<file path="src/rtl/id_ex_stage_if.sv">
// rtl/id_ex_stage_if.sv - decode-slot and execute-slot handshake bundle for id_ex_stage
interface id_ex_stage_if #(
    parameter int DATA_WIDTH = 8,
    parameter int REG_ADDR_W = 3,
    parameter int OPCODE_W   = 4
);
    logic                  id_valid;
    logic                  id_ready;
    logic [OPCODE_W-1:0]   id_opcode;
    logic [REG_ADDR_W-1:0] id_rs_addr;
    logic [REG_ADDR_W-1:0] id_rt_addr;
    logic [REG_ADDR_W-1:0] id_rd_addr;
    logic [DATA_WIDTH-1:0] id_rs_data;
    logic [DATA_WIDTH-1:0] id_rt_data;
    logic [DATA_WIDTH-1:0] id_imm;
    logic                  id_alu_src;
    logic                  id_reg_write;
    logic                  id_mem_read;
    logic                  id_mem_write;

    logic                  ex_ready;
    logic                  ex_valid;
    logic [OPCODE_W-1:0]   ex_opcode;
    logic [DATA_WIDTH-1:0] ex_op_a;
    logic [DATA_WIDTH-1:0] ex_op_b;
    logic [DATA_WIDTH-1:0] ex_store_data;
    logic [REG_ADDR_W-1:0] ex_rd_addr;
    logic                  ex_reg_write;
    logic                  ex_mem_read;
    logic                  ex_mem_write;

    // master: the decode/execute environment around the stage
    modport master (
        output id_valid, id_opcode, id_rs_addr, id_rt_addr, id_rd_addr,
               id_rs_data, id_rt_data, id_imm, id_alu_src, id_reg_write,
               id_mem_read, id_mem_write, ex_ready,
        input  id_ready, ex_valid, ex_opcode, ex_op_a, ex_op_b, ex_store_data,
               ex_rd_addr, ex_reg_write, ex_mem_read, ex_mem_write
    );

    modport slave (
        input  id_valid, id_opcode, id_rs_addr, id_rt_addr, id_rd_addr,
               id_rs_data, id_rt_data, id_imm, id_alu_src, id_reg_write,
               id_mem_read, id_mem_write, ex_ready,
        output id_ready, ex_valid, ex_opcode, ex_op_a, ex_op_b, ex_store_data,
               ex_rd_addr, ex_reg_write, ex_mem_read, ex_mem_write
    );
endinterface

</file>
<file path="src/rtl/id_ex_stage.sv">
// rtl/id_ex_stage.sv - decode->execute pipeline register with load-use bubble; optional FORWARDING_EN
module id_ex_stage #(
    parameter int DATA_WIDTH = 8,
    parameter int REG_ADDR_W = 3,
    parameter int OPCODE_W   = 4,
    parameter int PERF_W     = 16
) (
    input  logic                  clk,
    input  logic                  reset,
    id_ex_stage_if.slave          bus,
    input  logic                  flush,
    input  logic                  wb_reg_write,
    input  logic [REG_ADDR_W-1:0] wb_rd_addr,
    input  logic [DATA_WIDTH-1:0] wb_data,
    output logic [PERF_W-1:0]     stall_cnt
);
    typedef enum logic [1:0] {EMPTY, FULL, BUBBLE} state_t;

    state_t                state;
    logic                  advance;
    logic                  rt_hit;
    logic                  hazard;
    logic [DATA_WIDTH-1:0] rs_val;
    logic [DATA_WIDTH-1:0] rt_val;

    assign bus.ex_valid = (state == FULL);
    assign advance      = !bus.ex_valid || bus.ex_ready;

    // rt only matters when it is actually read: as ALU operand B or as store data
    assign rt_hit = (bus.ex_rd_addr == bus.id_rt_addr) &&
                    (!bus.id_alu_src || bus.id_mem_write);
    assign hazard = bus.ex_valid && bus.ex_mem_read && bus.ex_reg_write &&
                    (bus.ex_rd_addr != '0) &&
                    ((bus.ex_rd_addr == bus.id_rs_addr) || rt_hit);

    assign bus.id_ready = advance && !hazard && !reset;

`ifdef FORWARDING_EN
    assign rs_val = (wb_reg_write && (wb_rd_addr != '0) && (wb_rd_addr == bus.id_rs_addr))
                    ? wb_data : bus.id_rs_data;
    assign rt_val = (wb_reg_write && (wb_rd_addr != '0) && (wb_rd_addr == bus.id_rt_addr))
                    ? wb_data : bus.id_rt_data;
`else
    logic unused_wb;
    assign unused_wb = ^{wb_reg_write, wb_rd_addr, wb_data};
    assign rs_val    = bus.id_rs_data;
    assign rt_val    = bus.id_rt_data;
`endif

    always_ff @(posedge clk) begin
        if (reset) begin
            state             <= EMPTY;
            bus.ex_opcode     <= '0;
            bus.ex_op_a       <= '0;
            bus.ex_op_b       <= '0;
            bus.ex_store_data <= '0;
            bus.ex_rd_addr    <= '0;
            bus.ex_reg_write  <= 1'b0;
            bus.ex_mem_read   <= 1'b0;
            bus.ex_mem_write  <= 1'b0;
            stall_cnt         <= '0;
        end else if (flush) begin
            state            <= EMPTY;
            bus.ex_reg_write <= 1'b0;
            bus.ex_mem_read  <= 1'b0;
            bus.ex_mem_write <= 1'b0;
        end else if (advance) begin
            if (bus.id_valid && !hazard) begin
                state             <= FULL;
                bus.ex_opcode     <= bus.id_opcode;
                bus.ex_op_a       <= rs_val;
                bus.ex_op_b       <= bus.id_alu_src ? bus.id_imm : rt_val;
                bus.ex_store_data <= rt_val;
                bus.ex_rd_addr    <= bus.id_rd_addr;
                bus.ex_reg_write  <= bus.id_reg_write;
                bus.ex_mem_read   <= bus.id_mem_read;
                bus.ex_mem_write  <= bus.id_mem_write;
            end else begin
                // bubble or idle slot: no control may leak into execute
                state            <= hazard ? BUBBLE : EMPTY;
                bus.ex_reg_write <= 1'b0;
                bus.ex_mem_read  <= 1'b0;
                bus.ex_mem_write <= 1'b0;
                if (hazard && (stall_cnt != '1))
                    stall_cnt <= stall_cnt + PERF_W'(1);
            end
        end
    end
endmodule
</file>
<file path="src/flat_wrapper.sv">
// flat-port wrapper written by rule: the top's interface ports become plain ports
module id_ex_stage_flat 
#(
    parameter int DATA_WIDTH = 8,
    parameter int REG_ADDR_W = 3,
    parameter int OPCODE_W   = 4,
    parameter int PERF_W     = 16
)
  (clk, reset, flush, wb_reg_write, wb_rd_addr, wb_data, stall_cnt, bus_id_valid, bus_id_opcode, bus_id_rs_addr, bus_id_rt_addr, bus_id_rd_addr, bus_id_rs_data, bus_id_rt_data, bus_id_imm, bus_id_alu_src, bus_id_reg_write, bus_id_mem_read, bus_id_mem_write, bus_ex_ready, bus_id_ready, bus_ex_valid, bus_ex_opcode, bus_ex_op_a, bus_ex_op_b, bus_ex_store_data, bus_ex_rd_addr, bus_ex_reg_write, bus_ex_mem_read, bus_ex_mem_write);
  id_ex_stage_if #(.DATA_WIDTH(DATA_WIDTH), .REG_ADDR_W(REG_ADDR_W), .OPCODE_W(OPCODE_W)) bus_i ();
  input  logic clk;
  input  logic reset;
  input  logic flush;
  input  logic wb_reg_write;
  input  logic [REG_ADDR_W-1:0] wb_rd_addr;
  input  logic [DATA_WIDTH-1:0] wb_data;
  output logic [PERF_W-1:0] stall_cnt;
  input wire logic [$bits(bus_i.id_valid)-1:0] bus_id_valid;
  input wire logic [$bits(bus_i.id_opcode)-1:0] bus_id_opcode;
  input wire logic [$bits(bus_i.id_rs_addr)-1:0] bus_id_rs_addr;
  input wire logic [$bits(bus_i.id_rt_addr)-1:0] bus_id_rt_addr;
  input wire logic [$bits(bus_i.id_rd_addr)-1:0] bus_id_rd_addr;
  input wire logic [$bits(bus_i.id_rs_data)-1:0] bus_id_rs_data;
  input wire logic [$bits(bus_i.id_rt_data)-1:0] bus_id_rt_data;
  input wire logic [$bits(bus_i.id_imm)-1:0] bus_id_imm;
  input wire logic [$bits(bus_i.id_alu_src)-1:0] bus_id_alu_src;
  input wire logic [$bits(bus_i.id_reg_write)-1:0] bus_id_reg_write;
  input wire logic [$bits(bus_i.id_mem_read)-1:0] bus_id_mem_read;
  input wire logic [$bits(bus_i.id_mem_write)-1:0] bus_id_mem_write;
  input wire logic [$bits(bus_i.ex_ready)-1:0] bus_ex_ready;
  output wire logic [$bits(bus_i.id_ready)-1:0] bus_id_ready;
  output wire logic [$bits(bus_i.ex_valid)-1:0] bus_ex_valid;
  output wire logic [$bits(bus_i.ex_opcode)-1:0] bus_ex_opcode;
  output wire logic [$bits(bus_i.ex_op_a)-1:0] bus_ex_op_a;
  output wire logic [$bits(bus_i.ex_op_b)-1:0] bus_ex_op_b;
  output wire logic [$bits(bus_i.ex_store_data)-1:0] bus_ex_store_data;
  output wire logic [$bits(bus_i.ex_rd_addr)-1:0] bus_ex_rd_addr;
  output wire logic [$bits(bus_i.ex_reg_write)-1:0] bus_ex_reg_write;
  output wire logic [$bits(bus_i.ex_mem_read)-1:0] bus_ex_mem_read;
  output wire logic [$bits(bus_i.ex_mem_write)-1:0] bus_ex_mem_write;
  assign bus_i.id_valid = bus_id_valid;
  assign bus_i.id_opcode = bus_id_opcode;
  assign bus_i.id_rs_addr = bus_id_rs_addr;
  assign bus_i.id_rt_addr = bus_id_rt_addr;
  assign bus_i.id_rd_addr = bus_id_rd_addr;
  assign bus_i.id_rs_data = bus_id_rs_data;
  assign bus_i.id_rt_data = bus_id_rt_data;
  assign bus_i.id_imm = bus_id_imm;
  assign bus_i.id_alu_src = bus_id_alu_src;
  assign bus_i.id_reg_write = bus_id_reg_write;
  assign bus_i.id_mem_read = bus_id_mem_read;
  assign bus_i.id_mem_write = bus_id_mem_write;
  assign bus_i.ex_ready = bus_ex_ready;
  assign bus_id_ready = bus_i.id_ready;
  assign bus_ex_valid = bus_i.ex_valid;
  assign bus_ex_opcode = bus_i.ex_opcode;
  assign bus_ex_op_a = bus_i.ex_op_a;
  assign bus_ex_op_b = bus_i.ex_op_b;
  assign bus_ex_store_data = bus_i.ex_store_data;
  assign bus_ex_rd_addr = bus_i.ex_rd_addr;
  assign bus_ex_reg_write = bus_i.ex_reg_write;
  assign bus_ex_mem_read = bus_i.ex_mem_read;
  assign bus_ex_mem_write = bus_i.ex_mem_write;
  id_ex_stage #(.DATA_WIDTH(DATA_WIDTH), .REG_ADDR_W(REG_ADDR_W), .OPCODE_W(OPCODE_W), .PERF_W(PERF_W)) u_core (.clk(clk), .reset(reset), .bus(bus_i), .flush(flush), .wb_reg_write(wb_reg_write), .wb_rd_addr(wb_rd_addr), .wb_data(wb_data), .stall_cnt(stall_cnt));
endmodule
</file>
<file path="config.mk">
export PLATFORM = sky130hd
export DESIGN_NAME = id_ex_stage_flat
export DESIGN_NICKNAME = d
export VERILOG_FILES = /design/src/rtl/id_ex_stage_if.sv /design/src/rtl/id_ex_stage.sv /design/src/flat_wrapper.sv
export SDC_FILE = /design/constraint.sdc
export NUM_CORES = 1
export LEC_CHECK = 0
export BUFFER_PORTS_ARGS = -buffer_cell sky130_fd_sc_hd__buf_2
export CAP_MARGIN = 20
export CELL_PAD_IN_SITES_DETAIL_PLACEMENT = 0
export CELL_PAD_IN_SITES_GLOBAL_PLACEMENT = 2
export CORE_ASPECT_RATIO = 2
export CORE_MARGIN = 3
export CORE_UTILIZATION = 26
export CTS_BUF_LIST = sky130_fd_sc_hd__clkbuf_2 sky130_fd_sc_hd__clkbuf_4 sky130_fd_sc_hd__clkbuf_8
export CTS_CLUSTER_SIZE = 40
export DETAILED_ROUTE_END_ITERATION = 10
export PLACE_DENSITY = 0.86
export SYNTH_ARGS = -nofsm -noshare
export SYNTH_HDL_FRONTEND = slang
export SYNTH_SLANG_ARGS = --single-unit
</file>
<file path="constraint.sdc">
create_clock -name clk -period 2.37 [get_ports clk]
set_input_delay 0.1185 -clock clk [delete_from_list [all_inputs] [get_ports clk]]
set_output_delay 0.1185 -clock clk [all_outputs]
set_load 0.02 [all_outputs]
</file>
==> results.py <==
metrics = {
    "sta": {
        "max_freq_mhz": 479.1,
        "grt_setup_unrepaired": "no",
        "setup_violations": 0,
        "fin_crit_sh": 0.8808,
        "hold_violations": 0,
        "finClkSkew_ps": 11.49,
        "tns_ps": 0,
        "maxSlewViolCount": 0,
        "min_period_ps": 2087,
        "worst_pin_slew_ps": 594.2,
        "relSlewSlack": 0.6024,
    },
    "logic_synthesis": {
        "synth_top_area_share": 0.4349,
        "synth.area.top_cells": "dfxtp_1 43%, a21oi_1 9.0%, nand3_1 7.7%, o21ai_0 6.1%, mux2i_1 3.8%",
        "synth-warning-count": 0,
        "synth_cells": 284,
        "synth_commonest_cells": "52 x dfxtp_1, 43 x a21oi_1, 37 x nand3_1",
        "avgSynthCellArea_um2": 8.428,
        "async_flop_share": 0,
        "ys_seq_area_frac": 0.4349,
        "synth.most_common_cell": "dfxtp_1",
        "synth_top_flop_cell": "dfxtp_1",
        "syn-num-nets": 343,
        "ys_ff_latch": 52,
        "syn-cell-area_um2": 2394,
        "ys_types": 35,
        "synth-edff-count": 0,
        "synth_top_area_cell": "dfxtp_1",
    },
    "grt": {
        "grt_pass1_wl_um": 12470,
        "grt_max_degree": 33,
        "antenna_found_initial": 0,
        "grt_pass1_vias": 2436,
        "grt-ovfl-total": 0,
        "grt_util_all_layers": 0.1531,
    },
    "drt": {
        "viasPerCell": 5.301,
        "final_antenna_net_count": 0,
        "route.met2.wl_um": 4275,
        "drt-pass1-iter-count": 7,
        "drtIter0Drc": 163,
        "totalWireLength_um": 8005,
        "dr_total_vias": 2534,
        "drc": 0,
        "wl_met1_um": 3062,
        "wl_met3_um": 452,
        "wl_per_cell_um": 16.75,
        "topRoutingLayerUsed": "met4",
    },
    "placed_design": {
        "numPortBuffers": 97,
        "place_congestion": 0.8370,
        "dpl.hpwl_um": 5944,
        "place_inst": 470,
    },
    "final_layout": {
        "final_util": 0.3536,
        "fillCellCount": 943,
        "stdcell_count": 478,
        "syn2layout_area_growth_pct": 30.42,
        "antenna_cells": 0,
        "drive_above_1_share": 0.3201,
        "nets": 436,
    },
    "die": {
        "die_y_um": 141.7,
        "start_util": 0.2711,
        "die-width_um": 73.85,
        "io-pin-count": 110,
        "core_um2": 8828,
        "num_rows": 48,
        "dieArea_um2": 10460,
    },
    "power_and_ir_drop": {
        "p_leak_nw": 1.303,
        "p_per_area_nw_per_um2": 577.4,
        "fin_total_pwr_mw": 1.802,
        "vdd_ir_drop_max_v": 0.0002438,
    },
    "run_status": {
        "status": "finished clean",
    },
    "clocking": {
        "cts_setup_buffers": 0,
        "cts-resized-gates": 0,
        "cts-htree-levels": 2,
        "clockBufferDepth": 2,
        "cts_hold_buf": 0,
        "cts.reportedPaths.clkPinSlew_ps": 110,
        "clkLatencyLatePin_ps": 320,
        "cts_root_buffer": "clkbuf_8",
        "cts_tree": "yes",
        "numClockSinks": 52,
        "numCtsBuffers": 5,
    },
    "setup_path": {
        "worst_ep_arrival_time_ps": 2340,
        "crit_path_end_kind": "flip-flop",
        "critPathMaxFanout": 12,
        "cp.required_ps": 2630,
        "cp-start-kind": "flip-flop",
        "path_class": "flip-flop to flip-flop",
    },
    "hold_path": {
        "worstHoldPathType": "primary input to flip-flop",
    },
    "run": {
        "cap_violations": 0,
    },
}
## flip-flops by register name, indices dropped and copies added, names as in the netlist
name,count
u_core.bus.ex_opcode,4
u_core.stall_cnt,16
u_core.bus.ex_op_b,8
u_core.bus.ex_rd_addr,3
u_core.bus.ex_mem_write,1
u_core.bus.ex_op_a,8
u_core.state,2
u_core.bus.ex_store_data,8
u_core.bus.ex_mem_read,1
u_core.bus.ex_reg_write,1
## path summary, 6_finish.rpt
check | from | slack, ps | endpoint | depth (start not counted)
worst max-delay path | u_core.bus.ex_rd_addr[2]$_SDFFE_PP0P_ | 280 | u_core.stall_cnt[13]$_SDFFE_PP0P_ | 6
worst min-delay path | bus_id_rs_data[5] | 40 | u_core.bus.ex_op_a[5]$_SDFFE_PP0P_ | 3
worst max register to register | u_core.bus.ex_rd_addr[2]$_SDFFE_PP0P_ | 280 | u_core.stall_cnt[13]$_SDFFE_PP0P_ | 6
worst min register to register | u_core.bus.ex_op_a[2]$_SDFFE_PP0P_ | 480 | u_core.bus.ex_op_a[2]$_SDFFE_PP0P_ | 2
## logic make-up (layout without fill, tap and decap cells)
group                      Yosys count  after routing  share of synthesized area
muxes                                9              9                    0.03764
AOI/OAI and AO/OA                  101            101                     0.2520
xor gates and xnor gates             7              7                    0.02561
buffers and inverters               27            121                    0.04652
and+or+nand+nor                     87             87                     0.1981
DFF                                 52             52                     0.4349
adders and majority gates            1              1                   0.005227
## critical path, cell delays in order (launching register included)
cell,delay [ps]
dfxtp_1,380
xor2_1,200
a2111oi_4,490
o2111ai_1,150
buf_4,200
or4_1,460
a21oi_1,140
## layout by cell type (no fill, tap or decap), types with 8 or more instances in the layout
cell,synthesis,layout
o31ai_1,9,9
nand3_1,37,37
buf_4,0,9
a211oi_1,10,10
mux2i_1,9,9
or4_1,9,9
nand2_1,8,8
buf_2,2,97
o21ai_0,29,29
a21oi_1,43,43
dfxtp_1,52,52
## routing by layer
layer,up-vias,track usage
met5,-,0
met4,0,0.06972
met3,13,0.02482
met2,87,0.2795
met1,1191,0.1651
li1,1243,-
## metrics by stage
step | instance area (um2) | worst slack [ps] | hold slack [ps]
after floorplan | 2394 | 350.3 | 264.4
after global placement | 3007 | 342.7 | 373.4
after detailed placement | 3007 | 299.9 | 378.1
after CTS | 3122 | 260.6 | 20.63
after global routing | 3122 | 129.6 | 38.58
final | 3122 | 282.6 | 39.27
## where the power goes
group	switching [mW]	internal, mW	leakage [nW]
Combinational	0.144	0.0893	0.824
Clock	0.332	0.319	0.0548
Sequential	0.0155	0.903	0.423
Total	0.491	1.31	1.30
## area by class of cell
| type | count | area (um2) | area share |
|---|---|---|---|
| Clock buffer | 5 | 68.82 | 0.02204 |
| Clock inverter | 3 | 46.29 | 0.01483 |
| Inverter | 6 | 22.52 | 0.007214 |
| Multi-Input combinational cell | 205 | 1245 | 0.3988 |
| Sequential cell | 52 | 1041 | 0.3335 |
| Tap cell | 100 | 125.1 | 0.04008 |
| Timing Repair Buffer | 107 | 573.1 | 0.1836 |
Power figures use the tool's default switching activity.
